File: config.mk
export PLATFORM = sky130hd
export DESIGN_NAME = req_slice
export DESIGN_NICKNAME = d
export VERILOG_FILES = /design/src/rtl/req_slice_pkg.sv /design/src/rtl/req_slice_wdog.sv /design/src/rtl/req_slice.sv
export SDC_FILE = /design/constraint.sdc
export NUM_CORES = 1
export LEC_CHECK = 0
export BUFFER_PORTS_ARGS = -buffer_cell sky130_fd_sc_hd__buf_4
export CAP_MARGIN = 20
export CORE_MARGIN = 1.5
export CORE_UTILIZATION = 43
export DETAILED_ROUTE_END_ITERATION = 10
export GPL_ROUTABILITY_DRIVEN = 0
export HOLD_SLACK_MARGIN = 0.15
export PLACE_DENSITY = 0.79
export SETUP_SLACK_MARGIN = 0.4
export SLEW_MARGIN = 10
export SYNTH_ARGS = -nofsm -noshare
export SYNTH_HDL_FRONTEND = slang
export SYNTH_SLANG_ARGS = --single-unit
File: constraint.sdc
create_clock -name clk -period 1.5 [get_ports clk]
set_input_delay 0.075 -clock clk [delete_from_list [all_inputs] [get_ports clk]]
set_output_delay 0.075 -clock clk [all_outputs]
set_load 0.005 [all_outputs]
File: src/rtl/req_slice_pkg.sv
// req_slice_pkg: shared bus types, FSM state encoding and field-width helpers for req_slice.
package req_slice_pkg;

    // BUS_D carries {valid, addr, wdata, wstrb}; BUS_I carries {valid, addr}.
    typedef enum logic {
        BUS_I = 1'b0,
        BUS_D = 1'b1
    } bus_type_e;

    typedef enum logic [1:0] {
        IDLE = 2'd0,
        BUSY = 2'd1,
        RESP = 2'd2
    } state_e;

    // Response layout is {rdata, ready}.
    localparam int RESP_READY_BIT = 0;

    function automatic int req_w(bus_type_e t, int aw, int dw);
        return 1 + aw + ((t == BUS_D) ? dw + dw / 8 : 0);
    endfunction

    function automatic int resp_w(int dw);
        return dw + 1;
    endfunction

    // valid is always the MSB of a request.
    function automatic int req_valid_bit(bus_type_e t, int aw, int dw);
        return req_w(t, aw, dw) - 1;
    endfunction

endpackage

File: src/rtl/req_slice_wdog.sv
// req_slice_wdog: saturating access watchdog counter.
//   clk, rst (async active-low) : clock and reset
//   clr                         : restart the count at zero (wins over en)
//   en                          : advance the count by one
//   expired                     : count has reached its all-ones value
module req_slice_wdog #(
    parameter int W = 8
) (
    input  logic clk,
    input  logic rst,
    input  logic clr,
    input  logic en,
    output logic expired
);

    logic [W-1:0] cnt;

    assign expired = &cnt;

    always_ff @(posedge clk or negedge rst) begin
        if (!rst)
            cnt <= '0;
        else if (clr)
            cnt <= '0;
        else if (en && !expired)
            cnt <= cnt + W'(1);
    end

endmodule

File: src/rtl/req_slice.sv
// req_slice: registered single-outstanding-transaction slice between merge and a shared slave.
//   clk     : clock
//   rst     : asynchronous active-low reset
//   m_req   : request from merge, valid in the MSB
//   m_resp  : registered response to merge, {rdata, ready}
//   s_req   : registered request held stable towards the slave
//   s_resp  : slave response, {rdata, ready}
//   timeout : one-cycle pulse alongside a watchdog-aborted response
module req_slice
    import req_slice_pkg::*;
#(
    parameter bus_type_e TYPE      = BUS_D,
    parameter int        ADDR_W    = 32,
    parameter int        DATA_W    = 32,
    parameter int        TIMEOUT_W = 8,
    localparam int       REQ_W     = req_w(TYPE, ADDR_W, DATA_W),
    localparam int       RESP_W    = resp_w(DATA_W)
) (
    input  logic              clk,
    input  logic              rst,
    input  logic [REQ_W-1:0]  m_req,
    output logic [RESP_W-1:0] m_resp,
    output logic [REQ_W-1:0]  s_req,
    input  logic [RESP_W-1:0] s_resp,
    output logic              timeout
);

    localparam int VALID = req_valid_bit(TYPE, ADDR_W, DATA_W);

    state_e state;
    logic   expired;
    logic   s_ready;

    assign s_ready = s_resp[RESP_READY_BIT];

    generate
        if (TIMEOUT_W > 0) begin : g_wdog
            req_slice_wdog #(.W(TIMEOUT_W)) u_wdog (
                .clk     (clk),
                .rst     (rst),
                .clr     (state == IDLE && m_req[VALID]),
                .en      (state == BUSY && !s_ready),
                .expired (expired)
            );
        end else begin : g_no_wdog
            assign expired = 1'b0;
        end
    endgenerate

    // s_req is the request register itself, so the slave sees a frozen copy
    // of the accepted request and reset clears valid without a clock edge.
    always_ff @(posedge clk or negedge rst) begin
        if (!rst) begin
            state   <= IDLE;
            s_req   <= '0;
            m_resp  <= '0;
            timeout <= 1'b0;
        end else begin
            case (state)
                IDLE: begin
                    if (m_req[VALID]) begin
                        s_req <= m_req;
                        state <= BUSY;
                    end
                end
                BUSY: begin
                    // A real slave answer takes priority over a same-cycle expiry.
                    if (s_ready) begin
                        s_req[VALID] <= 1'b0;
                        m_resp       <= {s_resp[RESP_W-1:1], 1'b1};
                        state        <= RESP;
                    end else if (expired) begin
                        s_req[VALID] <= 1'b0;
                        m_resp       <= {{DATA_W{1'b1}}, 1'b1};
                        timeout      <= 1'b1;
                        state        <= RESP;
                    end
                end
                default: begin
                    m_resp  <= '0;
                    timeout <= 1'b0;
                    state   <= IDLE;
                end
            endcase
        end
    end

endmodule

==> results.txt, run 1 <==
Row cnt - 38
Post-GRT worst EP - s_req[6]$_DFFE_PN0P_/D
H-tree levels - 4
Tool Error - [ERROR DPL-0038] Utilization greater than 100%, impossible to legalize
Syn nets - 613
Top cell type's share of synthesized area - 58.8%
IO Port Bufs - 206
Post-synthesis sequential area ratio - 58.8%
Die Width - 109 um
Post-synthesis cell count - 508
Bufs on Longest Clock Path - 2
Library cells used by synthesis - 40
Asr flop ratio synth - 100%
Worst ep type - sequential cell input
Most used DFF post-synth - dfrtp_1
Ranking of synthesized cells by area - dfrtp_1 59%, nand2_1 17%, o22ai_1 4.3%
Initial Util - 44.2%
Post-synth EDFFs - 0
Post-synth top area cell - dfrtp_1
Largest net degree at the start of global routing - 59
Placed wire-length estimate - 9110 um
Syn Std Cell Area - 4810 um^2
Yosys warns - 0
CTS Root Cell - clkbuf_8
DIE HEIGHT - 109 um
Status - did not finish
Top-Level Pins - 207
Cell Area, Placed - 6630 um^2
Stopped at - 5_1_grt
TritonCTS Buffers - 17
Synth Register Bits - 113
Post-synthesis area per instance - 9.47 um^2
Sink Count - 113
==> Yosys cell counts, types with 2 or more instances <==
| library cell | number |
|---|---|
| a211oi_1 | 24 |
| a211oi_2 | 10 |
| a41oi_1 | 2 |
| and3_1 | 3 |
| buf_2 | 19 |
| buf_4 | 2 |
| buf_6 | 2 |
| clkbuf_1 | 10 |
| dfrtp_1 | 113 |
| inv_1 | 36 |
| mux2i_1 | 3 |
| nand2_1 | 214 |
| nand2b_1 | 2 |
| nor2_1 | 4 |
| nor2b_1 | 3 |
| o211ai_1 | 2 |
| o21ai_0 | 3 |
| o22ai_1 | 33 |
| o311a_1 | 2 |
==> repair_timing <==
item	in CTS
hold endpoints to repair	225
pin swaps	28
gates resized for setup	146
buffers inserted	78
cloned	13
hold buffers	105
setup endpoints to repair	216
==> through the flow <==
step	instances	util [%]	TNS, ns	setup WS, ns	hold WS, ns
floorplan	508	-	0	0.0753	-0.221
global placement	839	60.8	0	0.0617	0.101
detailed placement	839	60.8	-0.0417	-0.0218	0.109
CTS	1067	89.9	0	0.0187	0.179
==> logic make-up after synthesis <==
logic type | count (synthesis) | synth area share, %
fa+ha+maj | 1 | 0.260
simple gates | 236 | 19.9
flops | 113 | 58.8
buf+inv | 70 | 6.43
mux | 3 | 0.625
compound gates | 85 | 14.0
==> run 2, diff against run 1 <==
--- a/config.mk
+++ b/config.mk
@@ -8,12 +8,10 @@
 export BUFFER_PORTS_ARGS = -buffer_cell sky130_fd_sc_hd__buf_4
 export CAP_MARGIN = 20
 export CORE_MARGIN = 1.5
-export CORE_UTILIZATION = 43
+export CORE_UTILIZATION = 40
 export DETAILED_ROUTE_END_ITERATION = 10
 export GPL_ROUTABILITY_DRIVEN = 0
-export HOLD_SLACK_MARGIN = 0.15
-export PLACE_DENSITY = 0.79
-export SETUP_SLACK_MARGIN = 0.4
+export PLACE_DENSITY_LB_ADDON = 0.15
 export SLEW_MARGIN = 10
 export SYNTH_ARGS = -nofsm -noshare
 export SYNTH_HDL_FRONTEND = slang
==> constraint.sdc (replaced) <==
create_clock -name clk -period 2 [get_ports clk]
set_input_delay 0.1 -clock clk [delete_from_list [all_inputs] [get_ports clk]]
set_output_delay 0.1 -clock clk [all_outputs]
set_load 0.005 [all_outputs]
==> run 2 against run 1 <==
- the flow now finishes without violations
- synthesized cell count is the same
- area after synthesis is the same
==> results.txt, run 2 <==
Status - finished clean
Simple-Gate Fraction of Synth Area - 19.9%
Worst VDD drop - 829 uV
Fin Setup TNS - 0 ns
Largest family of logic cells by synthesized area - simple AND/OR/NAND/NOR gates
Worst min-delay path startpoint - s_resp[30]
Most frequent cells in the layout - 217 x buf_4, 214 x nand2_1, 113 x dfrtp_1
Final setup fails - 0
Max_slew headroom - 60.3%
Design area - 7780 um^2
Max-cap violation count - 0
Post-CTS Setup Bufs - 0
Initial antenna violation count - 0
Via count - 4704
Synth Register Bits - 113
Critical Path Sink Type - register
Slew Limit Fails - 0
Clock Power Share - 26.9%
Post-CTS Hold Fix Bufs - 74
Total wire length - 14600 um
Multiplexer share of the synthesized area - 0.625%
Antenna-violating nets left - 0
Most common cell after layout, fill and taps aside - buf_4
Synth Area in Compound Gates - 14.0%
Pwr Total - 10.0 mW
DRC Markers - 0
Number of cells on the worst reg-to-reg path - 5
GR Overflow Total - 0
FILL cells - 905
Share of cells above drive strength 1 - 32.8%
Internal power - 6.78 mW
Routed WL per cell - 15.4 um
Placed Cells - 837
Area grow syn2layout - 61.7%
Max reg flops - 69
Syn Std Cell Area - 4810 um^2
Vias in the first global route - 4974
Required time worst endpoint - 2.29 ns
WL met3 - 911 um
Ranking of synthesized cells by area - dfrtp_1 59%, nand2_1 17%, o22ai_1 4.3%
FMAX - 574 MHz
Row cnt - 39
Most numerous cell in the Yosys netlist - nand2_1
Flop pwr share - 38.1%
Post-synthesis cell count - 508
Final setup skew - 0.00762 ns
Post-Synth Adder-Cell Area - 0.260%
Die footprint - 12700 um^2
Setup WS post-layout - 0.257 ns
Global Route Usage Sum - 23.8%
Hold Violations, Final - 0
CTS clock-pin slew for the worst setup and hold paths - 0.05 ns
Cell Area, Placed - 6510 um^2
Clk Latency, worst-skew pair - 0.41 ns
Placed wire-length estimate - 9040 um
Bufs on Longest Clock Path - 2
Switching part of the total - 32.2%
Top cell type's share of synthesized area - 58.8%
TritonCTS Buffers - 17
Via/cell ratio - 4.99
Top-Level Pins - 207
Comb pwr share - 35.0%
Leakage - 4.02 nW
Pre-Repair DR Iteration Count - 4
Synth top cells by count - 214 x nand2_1, 113 x dfrtp_1, 36 x inv_1
Syn nets - 613
RSZ-0062 raised after global routing - false
CP startpoint - g_wdog.u_wdog.cnt[0]$_DFFE_PN0P_
Yosys warns - 0
Post-synth top area cell - dfrtp_1
Met1 wire length - 5770 um
Largest net degree at the start of global routing - 45
Sw Pwr - 3.22 mW
Initial DRC Count - 223
H-tree levels - 4
Sink Count - 113
First-pass GRT wire length - 23700 um
Post-layout util - 67.3%
Post-synth EDFFs - 0
P per Cell Area - 1290 nW/um^2
Core area - 11600 um^2
CTS Root Cell - clkbuf_16
Met2 wire length - 7480 um
Post-Layout Cell Count - 943
Startpoint types - register
Reg2Reg Capture Point - m_resp[11]$_DFFE_PN0P_
Post-synthesis xor/xnor area fraction - 0%
IO Port Bufs - 206
CTS tree - built
Crit path max fanout - 39
Setup crit end - m_resp[11]$_DFFE_PN0P_
Post-place setup slack - 0.299 ns
Top flop regs - s_req x69, m_resp x33, g_wdog.u_wdog.cnt x8
DIE HEIGHT - 113 um
Critical setup path kind - reg -> reg
Most used DFF post-synth - dfrtp_1
Asr flop ratio synth - 100%
Critical Path AT - 2.04 ns
Library cells used by synthesis - 40
Worst Max-Slew Pin Slew - 0.595 ns
Initial Util - 41.6%
Tcrit/Tclk final - 87.1%
R2R Path Start - g_wdog.u_wdog.cnt[0]$_DFFE_PN0P_
Die Width - 113 um
Hold Slack - 0.0167 ns
# diodes - 0
CTS resizes - 0
Nets@finish - 892
Worst min path class - in -> reg
Min Tclk post-route - 1.74 ns
Top reg by flops - s_req
Post-synthesis sequential area ratio - 58.8%
DR top layer - met4
Post-synthesis area per instance - 9.47 um^2
Flop2flop setup slack - 0.26 ns
==> run 2: cell counts after synthesis <==
Identical to the previous run, type by type.
==> run 2: worst min-delay path by stage <==
stage | endpoint | slack (ns) | cells after the start
2_1_floorplan | g_wdog.u_wdog.cnt[0]$_DFFE_PN0P_ | -0.20 | 0
3_3_place_gp | m_resp[26]$_DFFE_PN0P_ | 0.14 | 1
3_5_place_dp | m_resp[26]$_DFFE_PN0P_ | 0.15 | 1
4_1_cts | m_resp[30]$_DFFE_PN0P_ | 0.001 | 3
5_1_grt | m_resp[30]$_DFFE_PN0P_ | 0.02 | 3
6_report | m_resp[30]$_DFFE_PN0P_ | 0.02 | 3
==> run 2: logic make-up (layout without fill, tap and decap cells) <==
family | after synthesis | count (layout)
buf+inv | 70 | 362
mux | 3 | 3
flops | 113 | 113
fa+ha+maj | 1 | 1
simple gates | 236 | 236
compound gates | 85 | 85
==> run 2: area by class of cell <==
| type | count | area (um^2) | share of cell area [%] |
|---|---|---|---|
| timing repair buffer | 294 | 2430 | 31.2 |
| clock buffer | 26 | 499 | 6.42 |
| sequential | 113 | 2830 | 36.4 |
| clock inverter | 6 | 30.0 | 0.386 |
| inverter | 36 | 135 | 1.74 |
| multi-input combinational | 325 | 1680 | 21.6 |
| tap | 143 | 179 | 2.30 |
==> run 2: power by group through the flow <==
stage	logic [mW]	registers [mW]	clock network (mW)
finish	3.50	3.81	2.69
global route	3.84	3.93	2.85
CTS	3.49	3.79	2.73
detailed placement	3.38	3.81	0
global placement	3.27	3.77	0
floorplan	1.41	3.79	0
==> run 2: layer usage <==
layer / track usage, % / vias up
met3: 7.02 / 33
met5: 0 / -
met1: 27.3 / 2265
li1: - / 2232
met2: 41.0 / 174
met4: 11.1 / 0
==> run 2: critical path: stages, from the launching register on <==
cell,delay (ns)
dfrtp_1,0.42
ha_1,0.27
and4_4,0.26
a41oi_4,0.14
buf_12,0.23
a211oi_1,0.31
No activity file was read; power rests on OpenSTA's default activity.
==> run 3, diff against run 2 <==
--- a/config.mk
+++ b/config.mk
@@ -5,6 +5,7 @@
 export SDC_FILE = /design/constraint.sdc
 export NUM_CORES = 1
 export LEC_CHECK = 0
+export ABC_AREA = 1
 export BUFFER_PORTS_ARGS = -buffer_cell sky130_fd_sc_hd__buf_4
 export CAP_MARGIN = 20
 export CORE_MARGIN = 1.5
==> run 3 against run 2 <==
- register-to-register slack improved by 0.06 ns
- die area shrank 3.6%
- clock skew rose by 0.0033 ns
- cell count is 4.0% higher
- core utilization is 2.6 points higher
- first-iteration DRC count rose by 34%
- non-clock buffer count is 20 higher
- via count down 6.0%
- total power grew 14%
==> results.txt, run 3 <==
M1 GR Usage - 27.2%
Bufs on Longest Clock Path - 2
Design area - 7940 um^2
Critical Path AT - 1.96 ns
Post-layout util - 69.8%
Simple-Gate Fraction of Synth Area - 27.9%
Largest family of logic cells by synthesized area - simple AND/OR/NAND/NOR gates
CTS clock-pin slew for the worst setup and hold paths - 0.05 ns
Library cells used by synthesis - 18
Critical Path Sink Type - register
Post-CTS Setup Bufs - 0
Area grow syn2layout - 71.5%
Post-synth EDFFs - 0
Row cnt - 39
Synth Area in Compound Gates - 6.13%
Nets@finish - 931
Post-synthesis xor/xnor area fraction - 0.567%
Vias in the first global route - 4555
Global Route Usage Sum - 21.8%
Initial antenna violation count - 0
Initial DRC Count - 298
H-tree levels - 4
Area of the multi-input gates - 1620 um^2
Via/cell ratio - 4.51
Max reg flops - 69
Tcrit/Tclk final - 83.9%
Synth Register Bits - 113
First-pass GRT wire length - 21700 um
Multiplexer share of the synthesized area - 0%
Share of cells above drive strength 1 - 33.7%
Final setup skew - 0.0109 ns
Worst VDD drop - 748 uV
Post-Layout Cell Count - 981
CTS tree - built
Antenna-violating nets left - 0
Routing usage on met2 - 35.4%
Pwr Total - 11.4 mW
Syn Std Cell Area - 4630 um^2
DRC Markers - 0
Leakage - 4.19 nW
M3 GR Usage - 6.86%
Top flop regs - s_req x69, m_resp x33, g_wdog.u_wdog.cnt x8
Reg area - 2830 um^2
Largest net degree at the start of global routing - 114
Most used DFF post-synth - dfrtp_1
RSZ-0062 raised after global routing - false
Routed WL per cell - 13.1 um
Final setup fails - 0
Max_slew headroom - 58.7%
Max-cap violation count - 0
IO Port Bufs - 206
Worst min path class - in -> reg
Most common cell after layout, fill and taps aside - nand2_1
Die footprint - 12200 um^2
Post-synthesis sequential area ratio - 61.1%
Pre-Repair DR Iteration Count - 5
Post-CTS Hold Fix Bufs - 100
CTS resizes - 0
Hold Violations, Final - 0
Core area - 11400 um^2
Min Tclk post-route - 1.68 ns
Critical setup path kind - reg -> reg
Status - finished clean
Required time worst endpoint - 2.28 ns
Fin Setup TNS - 0 ns
Top-Level Pins - 207
Most numerous cell in the Yosys netlist - nand2_1
P per Cell Area - 1430 nW/um^2
FILL cells - 835
Most frequent cells in the layout - 266 x nand2_1, 211 x buf_4, 113 x dfrtp_1
Clk Latency, worst-skew pair - 0.40 ns
Hold Slack - 0.0360 ns
Worst Max-Slew Pin Slew - 0.620 ns
Asr flop ratio synth - 100%
Die Width - 111 um
Ranking of synthesized cells by area - dfrtp_1 61%, nand2_1 22%, o21ai_2 5.5%
Post-synthesis cell count - 517
Cell Area, Placed - 6310 um^2
Sink Count - 113
# diodes - 0
Placed wire-length estimate - 7590 um
Slew Limit Fails - 0
Via count - 4422
Post-Synth Adder-Cell Area - 0.270%
FMAX - 596 MHz
Yosys warns - 0
Post-synthesis area per instance - 8.96 um^2
CTS Root Cell - clkbuf_16
Top reg by flops - s_req
Post-synth top area cell - dfrtp_1
Setup WS post-layout - 0.322 ns
Top cell type's share of synthesized area - 61.1%
DIE HEIGHT - 111 um
Startpoint types - register
Placed Cells - 850
GR Overflow Total - 0
Total wire length - 12800 um
Post-place setup slack - 0.321 ns
GRT Max-Usage Layer - met2
Initial Util - 40.7%
Crit path max fanout - 23
Syn nets - 622
Synth top cells by count - 267 x nand2_1, 113 x dfrtp_1, 47 x nor2_1
TritonCTS Buffers - 17
run 3: cell types whose count changed after synthesis, moves of 11 or more:
cell / change
o22ai_1: -33
buf_2: -11
nor2_1: +43
o21ai_2: +29
inv_1: -25
nand2_1: +53
a211oi_1: -24
run 3: worst max-delay path, cell delays in order, from the launching register on:
cell     delay, ns
dfrtp_1       0.41
ha_1          0.26
nand2_2       0.10
nor2_4        0.04
nand2_2       0.10
nand2_4       0.09
nand2_4       0.30
buf_4         0.21
o21ai_2       0.05
run 3: routing by layer:
layer / share of wire (%) / vias up
met4: 1.6 / 0
met3: 6.7 / 17
met2: 49 / 148
met1: 43 / 2055
met5: 0 / -
li1: - / 2202
run 3: kinds of logic (layout without fill, tap and decap cells):
family,count (synthesis),after routing
AND/OR/NAND/NOR,329,329
XOR/XNOR,3,3
adder cells (fa/ha/maj),1,1
buffers and inverters,36,357
flip-flops,113,113
AO/OA/AOI/OAI,35,35
run 3: where the power goes:
| group | switching, mW | internal (mW) | total (mW) |
|---|---|---|---|
| Combinational | 2.06 | 2.19 | 4.24 |
| Sequential | 0.609 | 3.34 | 3.95 |
| Clock | 0.997 | 2.17 | 3.16 |
| Total | 3.66 | 7.69 | 11.4 |
run 3: cell type report:
cell class	count	area share (%)
inverter	12	0.567
clock inverter	10	1.99
timing repair buffer	314	33.3
multi-input combinational	368	20.3
tap	143	2.25
clock buffer	21	5.92
sequential	113	35.6
run 3: path summary, 6_finish.rpt:
path	cells past startpoint	from	end	slack, ns
setup / recovery	8	g_wdog.u_wdog.cnt[0]$_DFFE_PN0P_	m_resp[16]$_DFFE_PN0P_	0.32
hold / removal	3	s_resp[2]	m_resp[2]$_DFFE_PN0P_	0.04
setup reg to reg	8	g_wdog.u_wdog.cnt[0]$_DFFE_PN0P_	m_resp[16]$_DFFE_PN0P_	0.32
hold reg to reg	2	s_req[32]$_DFFE_PN0P_	s_req[32]$_DFFE_PN0P_	0.48
max in group asynchronous	3	rst	m_resp[20]$_DFFE_PN0P_	1.22
min in group asynchronous	3	rst	m_resp[25]$_DFFE_PN0P_	0.30
==> run 4, diff against run 3 <==
==> constraint.sdc (replaced) <==
create_clock -name clk -period 1.7 [get_ports clk]
set_input_delay 0.085 -clock clk [delete_from_list [all_inputs] [get_ports clk]]
set_output_delay 0.085 -clock clk [all_outputs]
set_load 0.005 [all_outputs]
==> run 4 against run 3 <==
- sequential cell count did not move
- total power grew 16%
- worst setup slack lost 0.23 ns
- critical path depth grew 1
- core utilization did not move
- die area stayed put
- first-iteration DRC count fell by 12%
- fmax is 4.2% higher
- critical endpoint is now s_req[68]$_DFFE_PN0P_
- largest power group unchanged
==> results.txt, run 4 (same netlist as run 3, synthesis figures left out) <==
Status - finished clean
Fin Setup TNS - 0 ns
TritonCTS Buffers - 17
DIE HEIGHT - 111 um
Routed WL per cell - 13.5 um
Critical setup path kind - reg -> reg
Slew Limit Fails - 0
Die Width - 111 um
RSZ-0062 raised after global routing - true
Startpoint types - register
Leakage - 4.18 nW
Worst-path cell chain - ha_2 -> nand2_2 -> nor2_4 -> nand2_2 -> nand2_4 -> nand2_4 -> buf_12 -> inv_1 -> nor2_1
Required time worst endpoint - 1.99 ns
Post-Layout Cell Count - 984
CTS clock-pin slew for the worst setup and hold paths - 0.05 ns
Most frequent cells in the layout - 266 x nand2_1, 210 x buf_4, 113 x dfrtp_1
# diodes - 0
Sw Pwr - 4.39 mW
Clock Power Share - 25.5%
Hold Violations, Final - 0
Sink Count - 113
Via/cell ratio - 4.59
Top-Level Pins - 207
Bufs on Longest Clock Path - 2
Placed wire-length estimate - 8180 um
Initial Util - 40.7%
Post-layout util - 69.8%
CTS tree - built
Global Route Usage Sum - 22.1%
P per Cell Area - 1650 nW/um^2
Max-cap violation count - 0
Die footprint - 12200 um^2
Row cnt - 39
GR Overflow Total - 0
Initial DRC Count - 261
Core area - 11400 um^2
Worst VDD drop - 971 uV
Most common cell after layout, fill and taps aside - nand2_1
Final setup skew - 0.00909 ns
CP peak stage delay - 0.41 ns
Largest net degree at the start of global routing - 43
Share of cells above drive strength 1 - 33.7%
Switching part of the total - 33.5%
Total wire length - 13300 um
Vias in the first global route - 4645
Hold Slack - 0.0414 ns
IO Port Bufs - 206
Pre-Repair DR Iteration Count - 5
Area grow syn2layout - 71.5%
Via count - 4518
Clk Latency, worst-skew pair - 0.40 ns
Top reg by flops - s_req
Nets@finish - 934
Slowest CP cell - dfrtp_1
Worst min path class - in -> reg
Initial antenna violation count - 0
Critical Path Sink Type - register
Max reg flops - 69
DRC Markers - 0
Flop pwr share - 35.7%
Top flop regs - s_req x69, m_resp x33, g_wdog.u_wdog.cnt x8
Final setup fails - 0
Pwr Total - 13.1 mW
Worst Max-Slew Pin Slew - 0.504 ns
Min Tclk post-route - 1.61 ns
First-pass GRT wire length - 21900 um
Critical Path AT - 1.90 ns
H-tree levels - 4
Max_slew headroom - 66.4%
Antenna-violating nets left - 0
FMAX - 621 MHz
Comb pwr share - 38.8%
Placed Cells - 852
Tcrit/Tclk final - 94.8%
Crit path max fanout - 15
CTS Root Cell - clkbuf_16
Internal power - 8.73 mW
run 4: changes by cell type in the layout (fill, tap and decap cells not counted), sizes merged:
cell / change
bufinv: -2
clkinvlp: +2
dlygate4sd3: +1
buf: +2
run 4: power groups by stage:
stage          clock [mW]  sequential (mW)  combinational [mW]
2_1_floorplan           0             4.68                2.27
3_5_place_dp            0             4.68                4.87
3_3_place_gp            0             4.64                4.73
6_report             3.35             4.69                5.09
5_1_grt              3.54             4.82                5.61
4_1_cts              3.43             4.66                5.06
run 4: repair_timing:
action / in CTS / in global routing
resized for setup: 0 / 1
setup buffers: 0 / 0
hold buffers: 101 / 0
hold endpoints to repair: 136 / 0
endpoints found under the setup margin: 0 / 5
run 4: layer usage:
layer | track usage, % | wire length [um] | vias up
li1 | - | - | 2217
met1 | 26.6 | 5600 | 2098
met2 | 37.4 | 6550 | 180
met3 | 6.42 | 858 | 23
met4 | 9.06 | 264 | 0
met5 | 0 | 0 | -
run 4: worst paths after layout:
kind / from / to / slack (ns) / cells after the start
worst max-delay path: g_wdog.u_wdog.cnt[0]$_DFFE_PN0P_ / s_req[68]$_DFFE_PN0P_ / 0.09 / 9
worst min-delay path: s_resp[0] / timeout$_DFFE_PN0P_ / 0.04 / 4
worst max register to register: g_wdog.u_wdog.cnt[0]$_DFFE_PN0P_ / s_req[68]$_DFFE_PN0P_ / 0.09 / 9
worst min register to register: s_req[40]$_DFFE_PN0P_ / s_req[40]$_DFFE_PN0P_ / 0.48 / 2
max in group asynchronous: rst / s_req[7]$_DFFE_PN0P_ / 0.92 / 3
min in group asynchronous: rst / m_resp[31]$_DFFE_PN0P_ / 0.20 / 2
run 4: worst max-delay path: cells and delay by family, from the launching register on:
| family | cells | cell delay [ns] |
|---|---|---|
| fa+ha+maj | 1 | 0.24 |
| simple gates | 6 | 0.57 |
| buf+inv | 2 | 0.28 |
| flops | 1 | 0.41 |
run 4: metrics by stage:
step | setup slack [ns] | cell area (um^2)
2_1_floorplan | 0.321 | 4630
3_3_place_gp | 0.121 | 6360
3_5_place_dp | 0.0710 | 6360
4_1_cts | 0.0689 | 7940
5_1_grt | -0.0156 | 7940
6_report | 0.0887 | 7940
run 4: cell type report:
type,count,area (um^2)
fillers,839,3430
flip-flops and latches,113,2830
repair buffers,317,2710
multi-input cells,368,1620
clock buffers,21,450
well taps,143,179
clock inverters,10,113
inverters,12,45.0
